File: config.mk
export PLATFORM = sky130hd
export DESIGN_NAME = vlc_frame_sequencer
export DESIGN_NICKNAME = d
export VERILOG_FILES = /design/src/rtl/vlc_frame_sequencer.sv
export SDC_FILE = /design/constraint.sdc
export NUM_CORES = 1
export LEC_CHECK = 0
export ABC_CLOCK_PERIOD_IN_PS = 7600
export CAP_MARGIN = 40
export CORE_MARGIN = 2
export CORE_UTILIZATION = 35
export CTS_CLUSTER_SIZE = 8
export DETAILED_ROUTE_END_ITERATION = 8
export GPL_TIMING_DRIVEN = 0
export HOLD_SLACK_MARGIN = 0.06
export PLACE_DENSITY_LB_ADDON = 0.12
export SETUP_SLACK_MARGIN = 0.1
export SYNTH_ARGS = -nofsm -noshare
export SYNTH_HDL_FRONTEND = slang
export SYNTH_SLANG_ARGS = --single-unit
File: constraint.sdc
create_clock -name clk -period 7.6 [get_ports clk]
set_input_delay 1.52 -clock clk [delete_from_list [all_inputs] [get_ports clk]]
set_output_delay 1.52 -clock clk [all_outputs]
set_load 0.03 [all_outputs]
File: src/rtl/vlc_frame_sequencer.sv
// Camera-frame byte ingest: groups R,G,B bytes into pixels, tracks column/row
// over a WIDTH x HEIGHT frame and emits a thresholded pixel with frame strobes.
`timescale 1ns/1ps

module vlc_frame_sequencer #(
  parameter int WIDTH     = 180,
  parameter int HEIGHT    = 350,
  parameter int THRESHOLD = 90
) (
  input  logic       clk,
  input  logic       rst_n,
  input  logic       start,
  input  logic [7:0] datain,
  output logic       pix_valid,
  output logic [9:0] pix_sum,
  output logic       pix_bit,
  output logic [7:0] pix_col,
  output logic [8:0] pix_row,
  output logic       row_end,
  output logic       frame_done,
  output logic       frame_short,
  output logic       busy,
  output logic [7:0] frame_cnt
);

  typedef enum logic [1:0] {
    IDLE,
    CAPTURE,
    DRAIN
  } state_t;

  localparam logic [7:0] LAST_COL = 8'(WIDTH - 1);
  localparam logic [8:0] LAST_ROW = 9'(HEIGHT - 1);
  localparam logic [9:0] ON_LEVEL = 10'(3 * THRESHOLD);

  state_t      state;
  state_t      next_state;
  logic [1:0]  phase;
  logic [7:0]  col;
  logic [8:0]  row;
  logic [7:0]  r_hold;
  logic [7:0]  g_hold;

  logic        take_byte;
  logic        pix_fire;
  logic        last_pix;
  logic        drop;
  logic        enter_idle;
  logic [9:0]  sum_now;

  // State register.
  always_ff @(posedge clk or negedge rst_n) begin
    if (!rst_n) begin
      state <= IDLE;
    end else begin
      state <= next_state;
    end
  end

  // Next-state logic.
  always_comb begin
    next_state = state;
    case (state)
      IDLE: begin
        if (start) begin
          next_state = CAPTURE;
        end
      end
      CAPTURE: begin
        if (!start) begin
          next_state = IDLE;
        end else if (last_pix) begin
          next_state = DRAIN;
        end
      end
      DRAIN: begin
        if (!start) begin
          next_state = IDLE;
        end
      end
      default: next_state = IDLE;
    endcase
  end

  // Control decode; IDLE always sits at phase 0, so its first byte lands as R.
  always_comb begin
    take_byte  = 1'b0;
    pix_fire   = 1'b0;
    last_pix   = 1'b0;
    drop       = 1'b0;
    enter_idle = 1'b0;
    case (state)
      IDLE: begin
        take_byte = start;
      end
      CAPTURE: begin
        take_byte  = start;
        pix_fire   = start && (phase == 2'd2);
        last_pix   = start && (phase == 2'd2) && (col == LAST_COL) && (row == LAST_ROW);
        drop       = !start;
        enter_idle = !start;
      end
      DRAIN: begin
        enter_idle = !start;
      end
      default: begin
        enter_idle = 1'b1;
      end
    endcase
  end

  assign sum_now = {2'b00, r_hold} + {2'b00, g_hold} + {2'b00, datain};

  // Byte phase, R/G holding and col/row position; cleared whenever a frame ends.
  always_ff @(posedge clk or negedge rst_n) begin
    if (!rst_n) begin
      phase  <= 2'd0;
      col    <= 8'd0;
      row    <= 9'd0;
      r_hold <= 8'd0;
      g_hold <= 8'd0;
    end else if (enter_idle || last_pix) begin
      phase  <= 2'd0;
      col    <= 8'd0;
      row    <= 9'd0;
      r_hold <= 8'd0;
      g_hold <= 8'd0;
    end else if (take_byte) begin
      case (phase)
        2'd0: begin
          r_hold <= datain;
          phase  <= 2'd1;
        end
        2'd1: begin
          g_hold <= datain;
          phase  <= 2'd2;
        end
        default: begin
          phase <= 2'd0;
          if (col == LAST_COL) begin
            col <= 8'd0;
            row <= row + 9'd1;
          end else begin
            col <= col + 8'd1;
          end
        end
      endcase
    end
  end

  // Registered pixel outputs; pix_* hold between strobes.
  always_ff @(posedge clk or negedge rst_n) begin
    if (!rst_n) begin
      pix_valid   <= 1'b0;
      pix_sum     <= 10'd0;
      pix_bit     <= 1'b0;
      pix_col     <= 8'd0;
      pix_row     <= 9'd0;
      row_end     <= 1'b0;
      frame_done  <= 1'b0;
      frame_short <= 1'b0;
      frame_cnt   <= 8'd0;
    end else begin
      pix_valid   <= pix_fire;
      row_end     <= pix_fire && (col == LAST_COL);
      frame_done  <= last_pix;
      frame_short <= drop;
      if (pix_fire) begin
        pix_sum <= sum_now;
        pix_bit <= (sum_now >= ON_LEVEL);
        pix_col <= col;
        pix_row <= row;
      end
      if (last_pix) begin
        frame_cnt <= frame_cnt + 8'd1;
      end
    end
  end

  assign busy = (state != IDLE);

endmodule

==> results of run 1 <==
[metrics by stage]
step / std cells / setup slack (ns) / instance area, µm²
after global placement: 576 / 2.11 / 4530
after floorplan: 386 / 3.78 / 3850
after detailed placement: 577 / 3.05 / 4550
final: 593 / 3.40 / 4770
after CTS: 593 / 3.41 / 4770
after global routing: 593 / 3.28 / 4770
[layer usage]
metal | routed length [µm] | track usage | vias up
met5 | 0 | 0 | -
met4 | 98 | 0.0467 | 0
met3 | 303 | 0.0359 | 7
met2 | 3650 | 0.231 | 55
met1 | 4270 | 0.230 | 1377
li1 | - | - | 1446
[logic make-up (layout without fill, tap and decap cells)]
group,Yosys count,in the layout,share of synthesized area
muxes,9,9,0.0234
DFF,77,77,0.500
buffers and inverters,26,93,0.0292
adders and majority gates,23,23,0.0922
and+or+nand+nor,172,172,0.211
AOI/OAI and AO/OA,60,60,0.101
xor gates and xnor gates,19,19,0.0432
[registers in the layout, summed over array words and instances (netlist names)]
register     count
row_end          1
pix_valid        1
state            2
pix_row          9
g_hold           8
frame_done       1
pix_bit          1
r_hold           8
col              8
pix_col          8
phase            2
row              9
frame_short      1
pix_sum         10
frame_cnt        8
[layout by cell type, fill, tap and decap left out, drive strengths merged, types with 2 or more instances in the layout]
master,n
o21ai,14
xnor2,9
dfrtp,77
xor2,10
and3,6
a22oi,2
nand3,4
nor2b,2
buf,8
clkdlybuf4s50,49
nand4,12
and2,2
o211ai,3
clkbuf,18
or2,2
nand2,96
a21o,4
a211oi,3
nor2,31
mux2i,9
fa,9
inv,13
or3,5
a221oi,2
a21oi,17
clkinvlp,2
ha,14
bufinv,2
o21a,2
nor4,2
nor3,5
o31ai,2
[cells in the mapped netlist (6+ instances only)]
cell | number | area [µm²]
nand2_1 | 95 | 357
dfrtp_1 | 77 | 1930
nor2_1 | 31 | 116
a21oi_1 | 17 | 85.1
ha_1 | 14 | 175
o21ai_0 | 14 | 70.1
nand4_1 | 11 | 68.8
inv_1 | 10 | 37.5
xor2_1 | 10 | 87.6
fa_1 | 9 | 180
mux2i_1 | 9 | 90.1
xnor2_1 | 9 | 78.8
clkbuf_1 | 7 | 26.3
and3_1 | 6 | 37.5
[area by class of cell]
type                       instances  share of cell area
tap                              140              0.0367
inverter                          13              0.0105
buffer                            13              0.0131
sequential                        77               0.404
timing repair buffer              51               0.110
clock inverter                     5              0.0176
multi-input combinational        283               0.380
clock buffer                      11              0.0276
[where the power goes]
part	internal [mW]	switching (mW)	leakage (nW)
logic	0.207	0.317	1.09
registers	0.461	0.0361	1.06
clock network	0.186	0.156	0.100
[worst reg2reg max path: stages, from the launching register on]
cell	delay, ns
dfrtp_1	0.41
fa_1	0.47
ha_1	0.24
fa_1	0.44
a211oi_1	0.42
o21bai_1	0.17
a22oi_1	0.20
nand4_1	0.13
a221o_1	0.34
[worst min-delay path by stage]
stage | end | from | depth (start not counted)
global route | pix_sum[8] | pix_sum[8] | 1
finish | pix_col[3] | pix_col[3] | 2
floorplan | pix_col[7] | col[7] | 2
detailed placement | pix_row[4] | pix_row[4] | 2
CTS | pix_col[3] | pix_col[3] | 2
global placement | pix_col[3] | pix_col[3] | 2
==> results.cfg, run 1 <==
[cts]
cts-root-buf = clkbuf_8
cts.sinks = 77
clkTransAtPathRegs_ns = 0.08
clock_latency_ns = 0.35
cts_buffer_depth = 2
cts_made_buffers = 9
cts_hold_buf = 0
cts_resized = 0
cts_setup_buffers = 0
htree_levels = 3
cts_tree = built

[logic_synthesis]
ys_async_sr_fraction = 1.00
synth_cell_types = 51
syn_inst = 386
synth_edf_count = 0
synth-seq-cells = 77
ys_seq_area_frac = 0.500
yosysWarnings = 0
avgSynthCellArea_um2 = 9.98
synth_nets = 420
yosys_most_used_dff = dfrtp_1
syn-cell-area_um2 = 3850

[power]
power_mw = 1.36
leakagePower_nw = 2.25
power_density_nw_per_um2 = 286
irDropWorstVdd_v = 0.000115

[routing]
dr.pass1.iters = 4
vias_per_cell = 4.87
dr_total_vias = 2885
totalWireLength_um = 8320
drc = 0
post_drt_wl_per_cell_um = 14.0
ant_nets = 0
detail_route.iter0.violations = 86

[worst_hold_path]
hold_path.class = reg2reg

[critical_path]
critPathLaunch = datain[1]
slowest_stage = fa_1
r2r-start = r_hold[1]
startpoint_type = input port
cpLargestDelayFamily = adder cells
cpPeakStageDelay_ns = 0.50
crit_chain = clkdlybuf4s50_1 > fa_1 > ha_1 > fa_1 > a211oi_1 > o21bai_1 > a22oi_1 > nand4_1 > a221o_1
path_class = in2reg
cp_max_fo = 4
r2r-end = pix_bit
crit_path_frequent_cell = fa_1
arrival_ns = 4.43
crit_end = pix_bit
cp.buffers_inverters = 1
cp.depth = 9
end_kind = flop
crit_required_ns = 7.83
rrSetupSlack_ns = 4.66
r2r_cells = 8

[finish]
syn_to_final_growth_pct = 23.8
layout.nets = 482
multi_input_area_um2 = 1810
diodes = 0
n_fill_cell = 1050
layout.core_utilization = 0.442
drive_gt1_frac = 0.0751
regArea_um2 = 1930

[status]
status = finished, final reports clean

[timing]
rsz0062_at_grt = no
finalSetupViolations = 0
tightest_slew_ns = 0.886
relSlewSlack = 0.407
fmax_ghz = 0.238
post-route-period-util = 0.553
drv_slew = 0
whs_ns = 0.476
finalHoldViolCount = 0
layout_min_cycle_time_ns = 4.20
final.setup_skew_ns = 0.0111
fin_tns_setup_ns = 0

[global_routing]
grt-ovfl-total = 0
grt_max_degree = 51
antenna_found_initial = 0
grt_pass1_wl_um = 14400
grt.total_usage = 0.157
grt_pass1_vias = 2851

[placed_design]
dp_hpwl_um = 6070
gp_congestion = 0.771
port_buffers = 50

[floorplan]
fp.dieH_um = 109
row_count = 38
core_area_um2 = 10800
die_w_um = 109
ios = 52
start_util = 0.357
die_area_um2 = 11900

[job]
cap_violations = 0
Power figures use the tool's default switching activity.
==> inputs of run 2 (changes only) <==
--- a/config.mk
+++ b/config.mk
@@ -5,7 +5,7 @@
 export SDC_FILE = /design/constraint.sdc
 export NUM_CORES = 1
 export LEC_CHECK = 0
-export ABC_CLOCK_PERIOD_IN_PS = 7600
+export ABC_CLOCK_PERIOD_IN_PS = 3850
 export CAP_MARGIN = 40
 export CORE_MARGIN = 2
 export CORE_UTILIZATION = 35
==> constraint.sdc (replaced) <==
create_clock -name clk -period 3.85 [get_ports clk]
set_input_delay 0.77 -clock clk [delete_from_list [all_inputs] [get_ports clk]]
set_output_delay 0.77 -clock clk [all_outputs]
set_load 0.03 [all_outputs]
==> results of run 2 <==
The final DEF is identical to that of run 1. Status: finished, final reports clean.
Among the figures that moved: setup slack after placement 3.05 ns -> 0.0454 ns; setup slack after layout 3.40 ns -> 0.400 ns; hold slack 0.476 ns -> 0.338 ns; register-to-register setup slack 4.66 ns -> 0.91 ns; total power 1.36 mW -> 2.69 mW; worst IR drop on VDD 0.000115 V -> 0.000227 V
